### config.mk
export PLATFORM = sky130hd
export DESIGN_NAME = regfile_seq_flat
export DESIGN_NICKNAME = d
export VERILOG_FILES = /design/src/rtl/regfile_seq_if.sv /design/src/rtl/regfile_seq.sv /design/src/flat_wrapper.sv
export SDC_FILE = /design/constraint.sdc
export NUM_CORES = 1
export LEC_CHECK = 0
export BUFFER_PORTS_ARGS = -buffer_cell sky130_fd_sc_hd__buf_2
export CAP_MARGIN = 20
export CELL_PAD_IN_SITES_DETAIL_PLACEMENT = 1
export CELL_PAD_IN_SITES_GLOBAL_PLACEMENT = 1
export CORE_AREA = 2 2 130 132
export DETAILED_ROUTE_END_ITERATION = 8
export DIE_AREA = 0 0 132 134
export PLACE_DENSITY_LB_ADDON = 0.1
export RECOVER_POWER = 50
export SETUP_SLACK_MARGIN = 0.15
export SKIP_CTS_REPAIR_TIMING = 1
export SYNTH_ARGS = -nofsm -noshare
export SYNTH_HDL_FRONTEND = slang
export SYNTH_SLANG_ARGS = --single-unit
### constraint.sdc
create_clock -name clk -period 10.9 [get_ports clk]
set_input_delay 1.09 -clock clk [delete_from_list [all_inputs] [get_ports clk]]
set_output_delay 1.09 -clock clk [all_outputs]
set_load 0.05 [all_outputs]
### src/rtl/regfile_seq_if.sv
// Command/response channel between the datapath control (master) and the regfile sequencer (slave).
// A command transfers when cmd_valid and cmd_ready are both high at a rising clock edge.
interface regfile_seq_if #(
    parameter int DW = 32,
    parameter int AW = 5
);
    logic          cmd_valid;
    logic          cmd_ready;
    logic [1:0]    cmd_op;
    logic [AW-1:0] cmd_ra;
    logic [AW-1:0] cmd_rb;
    logic [DW-1:0] cmd_imm;
    logic          done;
    logic          err;
    logic [DW-1:0] rsp_data;
    logic          busy;

    modport master (
        output cmd_valid, cmd_op, cmd_ra, cmd_rb, cmd_imm,
        input  cmd_ready, done, err, rsp_data, busy
    );

    modport slave (
        input  cmd_valid, cmd_op, cmd_ra, cmd_rb, cmd_imm,
        output cmd_ready, done, err, rsp_data, busy
    );
endinterface

### src/rtl/regfile_seq.sv
// Command sequencer for the 32x32 register file: expands LOAD/MOVE/SWAP/CLEAR commands
// into timed regfile reads (sampled at negedge by the regfile) and writes (taken at posedge).
module regfile_seq #(
    parameter int DW   = 32,
    parameter int AW   = 5,
    parameter int NREG = 32
) (
    input  logic          clk,
    input  logic          reset,
    regfile_seq_if.slave  cmd,
    output logic          rf_en,
    output logic          rf_read,
    output logic          rf_write,
    output logic [AW-1:0] rf_selout,
    output logic [AW-1:0] rf_selin,
    output logic [DW-1:0] rf_inp,
    input  logic [DW-1:0] rf_out
);

    typedef enum logic [2:0] {IDLE, RD_A, RD_B, WR_A, WR_B, CLR, DONE} state_t;
    typedef enum logic [1:0] {OP_LOAD, OP_MOVE, OP_SWAP, OP_CLEAR} op_t;

    localparam logic [AW:0]   NREG_W = (AW+1)'(NREG);
    localparam logic [AW-1:0] LAST   = AW'(NREG - 1);

    state_t        state;
    state_t        next_state;
    op_t           op_q;
    logic [AW-1:0] ra_q;
    logic [AW-1:0] rb_q;
    logic [DW-1:0] imm_q;
    logic [DW-1:0] tmp_a;
    logic [DW-1:0] tmp_b;
    logic [AW-1:0] cnt;
    logic          err_q;
    logic [DW-1:0] rsp_q;
    logic          handshake;
    logic          cmd_bad;

    assign handshake = cmd.cmd_valid && (state == IDLE);

    // CLEAR uses no address, so it can never be rejected.
    always_comb begin
        cmd_bad = 1'b0;
        case (op_t'(cmd.cmd_op))
            OP_LOAD:          cmd_bad = ({1'b0, cmd.cmd_ra} >= NREG_W);
            OP_MOVE, OP_SWAP: cmd_bad = ({1'b0, cmd.cmd_ra} >= NREG_W) ||
                                        ({1'b0, cmd.cmd_rb} >= NREG_W);
            default:          cmd_bad = 1'b0;
        endcase
    end

    always_ff @(posedge clk or posedge reset) begin
        if (reset) begin
            state <= IDLE;
        end else begin
            state <= next_state;
        end
    end

    always_comb begin
        next_state = state;
        rf_en      = 1'b0;
        rf_read    = 1'b0;
        rf_write   = 1'b0;
        rf_selout  = '0;
        rf_selin   = '0;
        rf_inp     = '0;
        case (state)
            IDLE: begin
                if (handshake) begin
                    if (cmd_bad) begin
                        next_state = DONE;
                    end else begin
                        case (op_t'(cmd.cmd_op))
                            OP_LOAD: next_state = WR_A;
                            OP_MOVE: next_state = RD_B;
                            OP_SWAP: next_state = RD_A;
                            default: next_state = CLR;
                        endcase
                    end
                end
            end
            RD_A: begin
                rf_en      = 1'b1;
                rf_read    = 1'b1;
                rf_selout  = ra_q;
                next_state = RD_B;
            end
            RD_B: begin
                rf_en      = 1'b1;
                rf_read    = 1'b1;
                rf_selout  = rb_q;
                next_state = WR_A;
            end
            WR_A: begin
                rf_en      = 1'b1;
                rf_write   = 1'b1;
                rf_selin   = ra_q;
                rf_inp     = (op_q == OP_LOAD) ? imm_q : tmp_b;
                next_state = (op_q == OP_SWAP) ? WR_B : DONE;
            end
            WR_B: begin
                rf_en      = 1'b1;
                rf_write   = 1'b1;
                rf_selin   = rb_q;
                rf_inp     = tmp_a;
                next_state = DONE;
            end
            CLR: begin
                rf_en      = 1'b1;
                rf_write   = 1'b1;
                rf_selin   = cnt;
                rf_inp     = '0;
                next_state = (cnt == LAST) ? DONE : CLR;
            end
            DONE:    next_state = IDLE;
            default: next_state = IDLE;
        endcase
    end

    // Response is loaded on the transition into DONE and held there until the next one.
    always_ff @(posedge clk or posedge reset) begin
        if (reset) begin
            op_q  <= OP_LOAD;
            ra_q  <= '0;
            rb_q  <= '0;
            imm_q <= '0;
            tmp_a <= '0;
            tmp_b <= '0;
            cnt   <= '0;
            err_q <= 1'b0;
            rsp_q <= '0;
        end else begin
            case (state)
                IDLE: begin
                    if (handshake) begin
                        op_q  <= op_t'(cmd.cmd_op);
                        ra_q  <= cmd.cmd_ra;
                        rb_q  <= cmd.cmd_rb;
                        imm_q <= cmd.cmd_imm;
                        cnt   <= '0;
                        err_q <= cmd_bad;
                        if (cmd_bad) begin
                            rsp_q <= '0;
                        end
                    end
                end
                RD_A: tmp_a <= rf_out;
                RD_B: tmp_b <= rf_out;
                WR_A: begin
                    if (op_q != OP_SWAP) begin
                        rsp_q <= (op_q == OP_LOAD) ? imm_q : tmp_b;
                    end
                end
                WR_B: rsp_q <= tmp_a;
                CLR: begin
                    if (cnt == LAST) begin
                        rsp_q <= '0;
                    end else begin
                        cnt <= cnt + AW'(1);
                    end
                end
                DONE:    err_q <= 1'b0;
                default: ;
            endcase
        end
    end

    assign cmd.cmd_ready = (state == IDLE);
    assign cmd.busy      = (state != IDLE);
    assign cmd.done      = (state == DONE);
    assign cmd.err       = err_q;
    assign cmd.rsp_data  = rsp_q;

endmodule

### src/flat_wrapper.sv
// flat-port wrapper written by rule: the top's interface ports become plain ports
module regfile_seq_flat 
#(
    parameter int DW   = 32,
    parameter int AW   = 5,
    parameter int NREG = 32
)
  (clk, reset, rf_en, rf_read, rf_write, rf_selout, rf_selin, rf_inp, rf_out, cmd_cmd_valid, cmd_cmd_op, cmd_cmd_ra, cmd_cmd_rb, cmd_cmd_imm, cmd_cmd_ready, cmd_done, cmd_err, cmd_rsp_data, cmd_busy);
  regfile_seq_if #(.DW(DW), .AW(AW)) cmd_i ();
  input  logic clk;
  input  logic reset;
  output logic rf_en;
  output logic rf_read;
  output logic rf_write;
  output logic [AW-1:0] rf_selout;
  output logic [AW-1:0] rf_selin;
  output logic [DW-1:0] rf_inp;
  input  logic [DW-1:0] rf_out;
  input wire logic [$bits(cmd_i.cmd_valid)-1:0] cmd_cmd_valid;
  input wire logic [$bits(cmd_i.cmd_op)-1:0] cmd_cmd_op;
  input wire logic [$bits(cmd_i.cmd_ra)-1:0] cmd_cmd_ra;
  input wire logic [$bits(cmd_i.cmd_rb)-1:0] cmd_cmd_rb;
  input wire logic [$bits(cmd_i.cmd_imm)-1:0] cmd_cmd_imm;
  output wire logic [$bits(cmd_i.cmd_ready)-1:0] cmd_cmd_ready;
  output wire logic [$bits(cmd_i.done)-1:0] cmd_done;
  output wire logic [$bits(cmd_i.err)-1:0] cmd_err;
  output wire logic [$bits(cmd_i.rsp_data)-1:0] cmd_rsp_data;
  output wire logic [$bits(cmd_i.busy)-1:0] cmd_busy;
  assign cmd_i.cmd_valid = cmd_cmd_valid;
  assign cmd_i.cmd_op = cmd_cmd_op;
  assign cmd_i.cmd_ra = cmd_cmd_ra;
  assign cmd_i.cmd_rb = cmd_cmd_rb;
  assign cmd_i.cmd_imm = cmd_cmd_imm;
  assign cmd_cmd_ready = cmd_i.cmd_ready;
  assign cmd_done = cmd_i.done;
  assign cmd_err = cmd_i.err;
  assign cmd_rsp_data = cmd_i.rsp_data;
  assign cmd_busy = cmd_i.busy;
  regfile_seq #(.DW(DW), .AW(AW), .NREG(NREG)) u_core (.clk(clk), .reset(reset), .cmd(cmd_i), .rf_en(rf_en), .rf_read(rf_read), .rf_write(rf_write), .rf_selout(rf_selout), .rf_selin(rf_selin), .rf_inp(rf_inp), .rf_out(rf_out));
endmodule
==> metrics.md, run 1 <==
| Metric | Value |
|---|---|
| Status | complete, but fails checks |
| Failing checks | max-capacitance violations, max-slew violations |
| Slew of the pin with the lowest slew margin | 3.26 ns |
| Worst VDD drop | 0.000236 V |
| Multi-input logic area | about 3200 µm² |
| Flop2flop setup slack | slightly below 7 ns |
| Gr usage total | 0.251 |
| Slowest-stage cell, CP | and2_0 |
| Worst EP required | about 9.8 ns |
| Drt initial violations | ~290 |
| Fill cells | approximately 1,800 |
| Clock net sink count | around 150 |
| Pin count of the biggest net entering global routing | just under 80 |
| Critical Path End | rf_read |
| Sequential area share after synthesis | 0.506 |
| Worst rel slew slack | -1.18 |
| Drt pass-1 iters | 4 |
| Vias/cell | slightly below 6 |
| CTS Buf Count | 17 |
| CTS tree | yes |
| Initial antenna violation count | 1 |
| Core Region | about 16,000 µm² |
| Synth area leaders | dfrtp_1 (51%), mux2_2 (14%), o21ai_0 (4.7%) |
| H-tree lvl count | 4 |
| Pre-CTS setup slack | ~7.2 ns |
| Max_cap viols | 4 |
| Routed vias | 5,824 |
| Proportion of netlist area held by the largest area contributor | 0.506 |
| Full die area | 17,700 µm² |
| Cell Area, Synth | roughly 7300 µm² |
| Routed WL | 21,800 µm |
| Standard-cell rows | between 40 and 50 |
| Vias in the first global route | ~6,600 |
| Setup crit end kind | primary output |
| Critical path class | reg2out |
| Post-synth EDFFs | 0 |
| Ys async rst share | 1.00 |
| P per Cell Area | roughly 390 nW/µm² |
| Routed WL per cell | about 22 µm |
| Layout cells sized above 1 | 0.344 |
| Post-synth cell types | 46 |
| Max-slew violations | 184 |
| Synth Area in Adders | 0.00342 |
| Die Y | about 130 µm |
| Area fraction in compound gates after synthesis | 0.170 |
| # port buffers | around 160 |
| Final Hold Fails | 0 |
| Slowest cell delay on critical path | 2.34 ns |
| Clock skew | 0.00816 ns |
| Final GP Congestion | 0.801 |
| HPWL after DPL | between 10,000 and 15,000 µm |
| CP startpoint | u_core.state[1] |
| CTS Buffer Depth | 2 |
| R2r endpoint | u_core.tmp_b[25] |
| Combinational family with the most area after synthesis | multiplexers |
| Avg Synthesized Cell Area | between 10 and 15 µm² |
| Grt total ovfl | 0 |
| CP delay by family, top | simple AND/OR/NAND/NOR gates |
| Global-route wire length before repair | 35,100 µm |
| Mapped Nets | between 700 and 800 |
| Worst reg2reg startpoint | u_core.state[1] |
| Setup_tns | 0 ns |
| WP buf/inv | 1 |
| Fin crit share | 0.510 |
| WP depth | 4 |
| Worst Reg-to-Reg Cells | 3 |
| Skew-Pair Late Insertion Delay | around 0.42 ns |
| IO Pins | 160 |
| Warnings from Yosys | 0 |
| Final Cell Area | 8580 µm² |
| Lkg Pwr | 3.76 nW |
| Yosys top cell by area | dfrtp_1 |
| Crit-path max FO | 38 |
| RSZ-0062 raised after global routing | no |
| Fmax | ~180 MHz |
| Placed cell areas | a little over 8000 µm² |
| Synth Area in XOR/XNOR | 0 |
| FF+latch area | ~3700 µm² |
| Simple-gate portion of the synthesized area | 0.0962 |
| Clock slew at reported path FFs | ~0.060 ns |
| Worst setup margin | ~5.3 ns |
| Most common cell in the synthesized netlist | dfrtp_1 |
| Post-route minimum period | around 5.6 ns |
| Final Setup Violations | 0 |
| CP Data Arrival Time | 4.47 ns |
| Drt drc | 0 |
| CP cell instances | and2b_1, and2_0, or2_2, buf_2 |
| Startpoint Class | flip-flop |
| Mux contribution to synthesized area | 0.175 |
| Most instantiated cells after synthesis | dfrtp_1 (148), mux2_2 (92), nand2_1 (73) |
| Min-delay worst type | reg2reg |
| Effective utilization at floorplan | 0.450 |
| Synth Register Bits | between 100 and 150 |
| Final nets | about 850 |
| Area grow syn2layout | 17.1% |
| CTS root buffer | clkbuf_16 |
| Die Span X | approximately 130 µm |
| Cells after synthesis | between 600 and 700 |
| Routed Antenna Nets | 0 |
| Main synth FF type | dfrtp_1 |
[cell families (layout without fill, tap and decap cells)]
group,after synthesis,in the layout
buffers and inverters,64,200
multiplexers,109,109
AO/OA/AOI/OAI,190,190
AND/OR/NAND/NOR,128,128
flip-flops,148,148
other,1,2
adder cells (fa/ha/maj),2,2
[power breakdown]
| part | internal (W) | switching (W) | leakage, nW | total (W) |
|---|---|---|---|---|
| combinational | 0.000591 | 0.00117 | 1.75 | 0.00176 |
| sequential | 0.000837 | 0.000188 | 1.74 | 0.00103 |
| clock | 0.000322 | 0.000219 | 0.263 | 0.000541 |
| total | 0.00175 | 0.00158 | 3.76 | 0.00333 |
[metal layers]
metal,GRT usage,vias up,part of all wire
li1,-,2612,-
met1,0.317,3037,0.44
met2,0.445,165,0.51
met3,0.0488,10,0.045
met4,0.0640,0,0.0078
met5,0,-,0
[sequential cells by signal (all words and copies together) (netlist names)]
| name | count |
|---|---|
| u_core.cmd.rsp_data | 32 |
| u_core.cnt | 5 |
| u_core.imm_q | 32 |
| u_core.op_q | 2 |
| u_core.ra_q | 5 |
| u_core.rb_q | 5 |
| u_core.state | 3 |
| u_core.tmp_a | 32 |
| u_core.tmp_b | 32 |
[through the flow]
stage | hold WS, ns | std cells | power [W] | util
final | 0.493 | 999 | 0.00333 | 0.527
after global routing | 0.517 | 999 | 0.00352 | 0.527
after CTS | 0.505 | 997 | 0.00336 | 0.531
after detailed placement | 0.489 | 967 | 0.00280 | 0.499
after global placement | 0.471 | 967 | 0.00274 | 0.499
after floorplan | 0.458 | 642 | 0.00240 | -
[worst register-to-register path: cells and delay by family (launching register included)]
kind	cells	cell delay, ns
AND/OR/NAND/NOR	2	2.70
flip-flops	1	0.73
multiplexers	1	0.51
[worst min-delay path by stage]
| stage | cells after the start | from | endpoint |
|---|---|---|---|
| final | 1 | u_core.tmp_b[11] | u_core.tmp_b[11] |
| after floorplan | 1 | u_core.tmp_a[5] | u_core.tmp_a[5] |
| after global routing | 1 | u_core.tmp_b[11] | u_core.tmp_b[11] |
| after CTS | 1 | u_core.imm_q[26] | u_core.imm_q[26] |
| after detailed placement | 1 | u_core.imm_q[7] | u_core.imm_q[7] |
| after global placement | 1 | u_core.tmp_a[6] | u_core.tmp_a[6] |
[cells in the final DEF (no fill, tap or decap), types with 3 or more instances in the layout]
cell,count
dfrtp_1,146
a22oi_1,5
nand2_1,73
clkbuf_1,41
a22o_1,6
o21a_1,32
clkinv_2,5
inv_1,3
a21oi_1,5
o21ai_0,69
o21ai_1,3
nand2b_1,3
mux2_1,7
buf_2,125
nand2b_2,3
buf_4,4
mux2_4,9
nor3b_1,32
a31oi_1,32
a221oi_1,32
clkbuf_16,17
mux2_2,92
[layout make-up]
class,instances,area share
clock inverter,6,0.00642
antenna,1,0.000292
sequential,148,0.432
multi-input combinational,430,0.378
clock buffer,24,0.0550
inverter,4,0.00190
timing repair buffer,166,0.0945
tap,220,0.0321
Power figures use the tool's default switching activity.
==> run 2, diff against run 1 <==
--- a/config.mk
+++ b/config.mk
@@ -9,9 +9,9 @@
 export CAP_MARGIN = 20
 export CELL_PAD_IN_SITES_DETAIL_PLACEMENT = 1
 export CELL_PAD_IN_SITES_GLOBAL_PLACEMENT = 1
-export CORE_AREA = 2 2 130 132
+export CORE_AREA = 2 2 141 143
 export DETAILED_ROUTE_END_ITERATION = 8
-export DIE_AREA = 0 0 132 134
+export DIE_AREA = 0 0 143 145
 export PLACE_DENSITY_LB_ADDON = 0.1
 export RECOVER_POWER = 50
 export SETUP_SLACK_MARGIN = 0.15
==> constraint.sdc (replaced) <==
create_clock -name clk -period 4.9 [get_ports clk]
set_input_delay 0.49 -clock clk [delete_from_list [all_inputs] [get_ports clk]]
set_output_delay 0.49 -clock clk [all_outputs]
set_load 0.05 [all_outputs]
==> run 2 against run 1 <==
Net effect: the flow still finishes with violations (max-capacitance violations, max-slew violations); first-iteration DRC count is 25% higher; via count up 1.2%; count of clock-buffer cells in the layout is 1 lower; clock power grew to 2.7 times the previous value; sequential cell count unchanged; sequential share of layout area fell by 1.3 points; final cell count rose by 5.1%; clock skew shrank 0.0016 ns; die area grew 17%; largest cell class unchanged; global-route usage is 2.3 points lower; sequential power increased by 130%; routed wire length up 5.7%.
==> metrics.md, run 2 (synthesized netlist as in run 1, its figures left out) <==
| Metric | Value |
|---|---|
| Status | complete, but fails checks |
| Failing checks | max-capacitance violations, max-slew violations |
| Clock skew | 0.00661 ns (-0.00155 ns) |
| Drt pass-1 iters | 4 (unchanged) |
| Max_cap viols | 2 (-2) |
| CTS tree | yes |
| Vias/cell | 5.61 (-3.7%) |
| Clock slew at reported path FFs | 0.06 ns (about the same) |
| IO Pins | 160 (unchanged) |
| Gr usage total | 0.229 (-0.0227) |
| CTS root buffer | clkbuf_16 |
| Lkg Pwr | 3.88 nW (+3.2%) |
| Layout Cells excl Fill | 1,050 (+5.1%) |
| Vias in the first global route | 6,354 (-3.2%) |
| Commonest non-fill, non-tap cell in the layout | dfrtp_1 |
| FF+latch area | 3710 µm² (unchanged) |
| Pin count of the biggest net entering global routing | 116 (+49%) |
| Post-route minimum period | about 3.2 ns |
| Worst Reg-to-Reg Cells | 3 (unchanged) |
| Final GP Congestion | 0.795 (-0.72%) |
| Min-delay worst type | in2async |
| Multi-input logic area | 3260 µm² (+0.77%) |
| Routed vias | 5,894 (+1.2%) |
| Skew-Pair Late Insertion Delay | 0.43 ns (about the same) |
| Diodes inserted | 0 (-1) |
| Startpoint Class | flip-flop |
| CP Data Arrival Time | 2.66 ns (-1.81 ns) |
| Standard-cell rows | 51 (+8.5%) |
| Clock net sink count | 148 (unchanged) |
| Most frequent cells in the layout | dfrtp_1 (146), buf_2 (126), mux2_2 (92), nand2_1 (73), o21ai_0 (69) |
| # placed instances | 1,017 (+5.2%) |
| Final Hold Fails | 0 (unchanged) |
| Full die area | 20,700 µm² (+17%) |
| Grt total ovfl | 0 (unchanged) |
| Final nets | 853 (+0.59%) |
| Fill cells | 2,117 (+16%) |
| Drt initial violations | 365 (+25%) |
| Worst rel slew slack | -0.545 (+0.638) |
| Critical path class | reg2out |
| Worst VDD drop | 0.000350 V (+48%) |
| Final Setup Violations | 0 (unchanged) |
| Fin crit share | 0.643 |
| Die Y | 145 µm (+8.2%) |
| Routed WL per cell | 22.0 µm (+0.61%) |
| Drt drc | 0 (unchanged) |
| Die Span X | 143 µm (+8.3%) |
| Routed WL | 23,100 µm (+5.7%) |
| CTS Buf Count | 17 (unchanged) |
| Worst hold slack | 0.276 ns (-0.216 ns) |
| Worst EP required | 4.41 ns (-5.40 ns) |
| RSZ-0062 raised after global routing | no |
| Routed Antenna Nets | 0 (unchanged) |
| Crit-path max FO | 38 (unchanged) |
| Layout cells sized above 1 | 0.364 (+0.0199) |
| CTS Buffer Depth | 2 (unchanged) |
| Core Region | 19,200 µm² (+18%) |
| P per Cell Area | 875 nW/µm² (+130%) |
| H-tree lvl count | 4 (unchanged) |
| Effective utilization at floorplan | 0.381 (-0.0683) |
| Fmax | approximately 320 MHz |
| Slew of the pin with the lowest slew margin | 2.32 ns (-0.938 ns) |
| Max-slew violations | 127 (-31%) |
| Initial antenna violation count | 0 (-1) |
| Area grow syn2layout | 20.8% |
| Setup crit end kind | primary output |
| HPWL after DPL | 14,800 µm (+13%) |
| # port buffers | 158 (unchanged) |
| Setup_tns | 0 ns (unchanged) |
| Global-route wire length before repair | 36,400 µm (+3.8%) |
-- run 2: area by class of cell --
cell class	instances	area share
flip-flops and latches	148	0.419
multi-input cells	430	0.369
repair buffers	171	0.0984
clock buffers	23	0.0551
well taps	265	0.0375
clock inverters	9	0.0195
inverters	4	0.00184
-- run 2: routing by layer --
layer  track usage  wire length, µm
met3        0.0403              915
met2         0.369            11100
met1         0.309            10600
met5             0                0
met4        0.0792              522
-- run 2: worst max-delay path: stages (launching register included) --
cell,delay (ns)
dfrtp_1,0.70
and2b_1,0.37
and2_4,0.67
a22o_1,0.22
buf_2,0.26
-- run 2: worst paths after layout --
check                                     start                endpoint  slack, ns
worst min register to register  u_core.tmp_a[6]         u_core.tmp_a[6]       0.49
worst min-delay path                      reset         u_core.state[1]       0.28
worst max register to register   u_core.op_q[0]  u_core.cmd.rsp_data[9]       1.98
worst max-delay path            u_core.state[1]            rf_selout[2]       1.75
max in group asynchronous                 reset         u_core.tmp_a[7]       1.84
min in group clk                 cmd_cmd_imm[4]         u_core.imm_q[4]       0.29
-- run 2: report_power, final --
| part | total, W | internal [W] | switching, W | leakage, nW |
|---|---|---|---|---|
| Clock | 0.00148 | 0.000956 | 0.000528 | 0.323 |
| Combinational | 0.00388 | 0.00133 | 0.00255 | 1.82 |
| Sequential | 0.00238 | 0.00186 | 0.000523 | 1.74 |
| Total | 0.00775 | 0.00415 | 0.00360 | 3.88 |
-- run 2: metrics by stage --
step	setup slack, ns	utilization	power (W)	area (µm²)
floorplan	0.430	-	0.00535	7320
global placement	1.73	0.428	0.00619	8210
detailed placement	2.02	0.429	0.00632	8250
CTS	1.72	0.464	0.00784	8910
global route	1.25	0.461	0.00817	8850
finish	1.75	0.461	0.00775	8850
==> run 3, diff against run 2 <==
==> constraint.sdc (replaced) <==
create_clock -name clk -period 2.7 [get_ports clk]
set_input_delay 0.27 -clock clk [delete_from_list [all_inputs] [get_ports clk]]
set_output_delay 0.27 -clock clk [all_outputs]
set_load 0.05 [all_outputs]
==> run 3 against run 2 <==
Net effect: the run still ends with max-capacitance violations, max-slew violations left; highest routed layer unchanged; register-to-register slack worse by 1.7 ns; clock power up 55%; power grew 78%; non-clock buffer count up 8; count of clock-buffer cells in the layout is 5 lower; die area did not move; final cell count grew 1.0%; via count fell by 0.85%; global-route usage shrank 0.47 points.
==> metrics.md, run 3 (synthesized netlist as in run 1, its figures left out) <==
| Metric | Value |
|---|---|
| Status | complete, but fails checks |
| Failing checks | max-capacitance violations, max-slew violations |
| Slew of the pin with the lowest slew margin | 1.57 ns (-0.745 ns) |
| CTS tree | yes |
| Flop2flop setup slack | 0.31 ns (-1.67 ns) |
| R2r endpoint | u_core.cmd.rsp_data[24] |
| Lkg Pwr | 3.88 nW (-0.14%) |
| # placed instances | 1,025 (+0.79%) |
| Area grow syn2layout | 21.2% |
| CP Data Arrival Time | 2.15 ns (-0.51 ns) |
| Vias in the first global route | 6,466 (+1.8%) |
| Worst hold slack | 0.0716 ns (-0.205 ns) |
| Min-delay worst type | in2reg |
| Worst VDD drop | 0.000626 V (+79%) |
| Vias/cell | 5.51 (-1.9%) |
| Routed WL | 22,700 µm (-1.8%) |
| Worst reg2reg startpoint | u_core.cnt[0] |
| Hold Path Stages | 2 |
| Layout Cells excl Fill | 1,061 (+1.0%) |
| Crit-path max FO | 41 (+7.9%) |
| Slowest cell delay on critical path | 0.62 ns (-0.08 ns) |
| Drt initial violations | 288 (-21%) |
| Worst rel slew slack | -0.0542 (+0.491) |
| Routed WL per cell | 21.4 µm (-2.9%) |
| Final Setup Violations | 0 (unchanged) |
| Sw frac | 0.477 (+0.0122) |
| Tot Pwr | 0.0138 W (+78%) |
| Max_cap viols | 1 (-1) |
| Skew-Pair Late Insertion Delay | 0.43 ns (about the same) |
| Min-Delay Endpoint | u_core.imm_q[20] |
| P per Cell Area | 1550 nW/µm² (+77%) |
| Final nets | 862 (+1.1%) |
| Setup crit end kind | primary output |
| Logic pwr share | 0.528 (+0.027) |
| Worst Reg-to-Reg Cells | 6 (+3) |
| H-tree lvl count | 4 (unchanged) |
| Layout cells sized above 1 | 0.382 (+0.0173) |
| Clock share of power | 0.167 (-0.025) |
| CP delay by family, top | flip-flops |
| HPWL after DPL | 14,700 µm (-0.52%) |
| Final Hold Fails | 0 (unchanged) |
| Post-route minimum period | 2.42 ns |
| Flop pwr share | 0.305 (-0.002) |
| Clock net sink count | 148 (unchanged) |
| Critical path class | reg2out |
| Final GP Congestion | 0.785 (-1.3%) |
| IO Pins | 160 (unchanged) |
| Grt total ovfl | 0 (unchanged) |
| Worst Min Path Start | cmd_cmd_imm[20] |
| Commonest non-fill, non-tap cell in the layout | dfrtp_1 |
| RSZ-0062 raised after global routing | no |
| CTS Buf Count | 17 (unchanged) |
| CP cell instances | buf_12, nor3b_1, o21ai_0, nand2_1, buf_2 |
| Initial antenna violation count | 2 (+2) |
| Sw Pwr | 0.00656 W (+82%) |
| Worst EP required | 2.43 ns (-1.98 ns) |
| Fin crit share | 0.896 |
| Die Span X | 143 µm (unchanged) |
| # port buffers | 158 (unchanged) |
| Slowest-stage cell, CP | dfrtp_2 |
| Clock skew | 0.00787 ns (+0.00126 ns) |
| Effective utilization at floorplan | 0.381 (unchanged) |
| CTS root buffer | clkbuf_16 |
| WP buf/inv | 2 (+1) |
| Standard-cell rows | 51 (unchanged) |
| Clock slew at reported path FFs | 0.06 ns (about the same) |
| Pin count of the biggest net entering global routing | 62 (-47%) |
| Internal power component | 0.00720 W (+74%) |
| Full die area | 20,700 µm² (unchanged) |
| Startpoint Class | flip-flop |
| Most frequent cells in the layout | dfrtp_1 (144), buf_2 (126), mux2_2 (92), nand2_1 (73), o21ai_0 (69) |
| Routed vias | 5,844 (-0.85%) |
| Drt pass-1 iters | 4 (unchanged) |
| Setup_tns | 0 ns (unchanged) |
| CTS Buffer Depth | 2 (unchanged) |
| Gr usage total | 0.224 (-0.00469) |
| Drt drc | 0 (unchanged) |
| Max-slew violations | 29 (-77%) |
| Core Region | 19,200 µm² (unchanged) |
| Fmax | approximately 410 MHz |
| Die Y | 145 µm (unchanged) |
| Routed Antenna Nets | 0 (unchanged) |
| Global-route wire length before repair | 36,200 µm (-0.68%) |
==> run 3: worst max path at each step <==
stage | from | to | slack [ns] | depth (start not counted)
2_1_floorplan | u_core.state[2] | rf_selin[0] | 0.29 | 5
3_3_place_gp | u_core.cnt[0] | u_core.cmd.rsp_data[12] | 0.43 | 6
3_5_place_dp | u_core.cnt[0] | u_core.cmd.rsp_data[5] | 0.34 | 6
4_1_cts | u_core.state[0] | rf_selout[3] | 0.07 | 5
5_1_grt | u_core.cnt[0] | u_core.cmd.rsp_data[24] | 0.18 | 6
6_report | u_core.op_q[0] | rf_inp[7] | 0.28 | 5
==> run 3: layer usage <==
metal | vias to the layer above | track usage | part of all wire
met4 | 0 | 0.0703 | 0.016
met1 | 3028 | 0.296 | 0.45
met2 | 145 | 0.370 | 0.49
met5 | - | 0 | 0
met3 | 21 | 0.0429 | 0.043
li1 | 2650 | - | -
==> run 3: cell type report <==
class | count | area, µm²
tap | 265 | 332
timing repair buffer | 179 | 967
clock buffer | 18 | 439
clock inverter | 14 | 130
sequential | 148 | 3710
inverter | 4 | 16.3
multi-input combinational | 431 | 3280
antenna | 2 | 5.00
fill | 2127 | 10300
==> run 3: stage by stage <==
stage          setup slack [ns]  instance area, µm²   util
4_1_cts                  0.0661                8910  0.464
6_report                  0.282                8880  0.462
5_1_grt                   0.180                8880  0.462
3_5_place_dp              0.345                8340  0.434
2_1_floorplan             0.290                7330      -
3_3_place_gp              0.427                8340  0.434
==> run 3: power by group through the flow <==
stage	Sequential (W)	Combinational [W]	Clock (W)
after floorplan	0.00472	0.00499	0
after global placement	0.00414	0.00715	0
after detailed placement	0.00420	0.00734	0
after CTS	0.00418	0.00735	0.00235
after global routing	0.00436	0.00781	0.00244
final	0.00420	0.00727	0.00229
==> run 3: worst register-to-register path, stage by stage (launching register included) <==
cell	delay, ns
dfrtp_1	0.43
ha_1	0.23
and3_1	0.19
ha_1	0.21
nand2b_2	0.30
a22o_2	0.60
a31oi_1	0.33
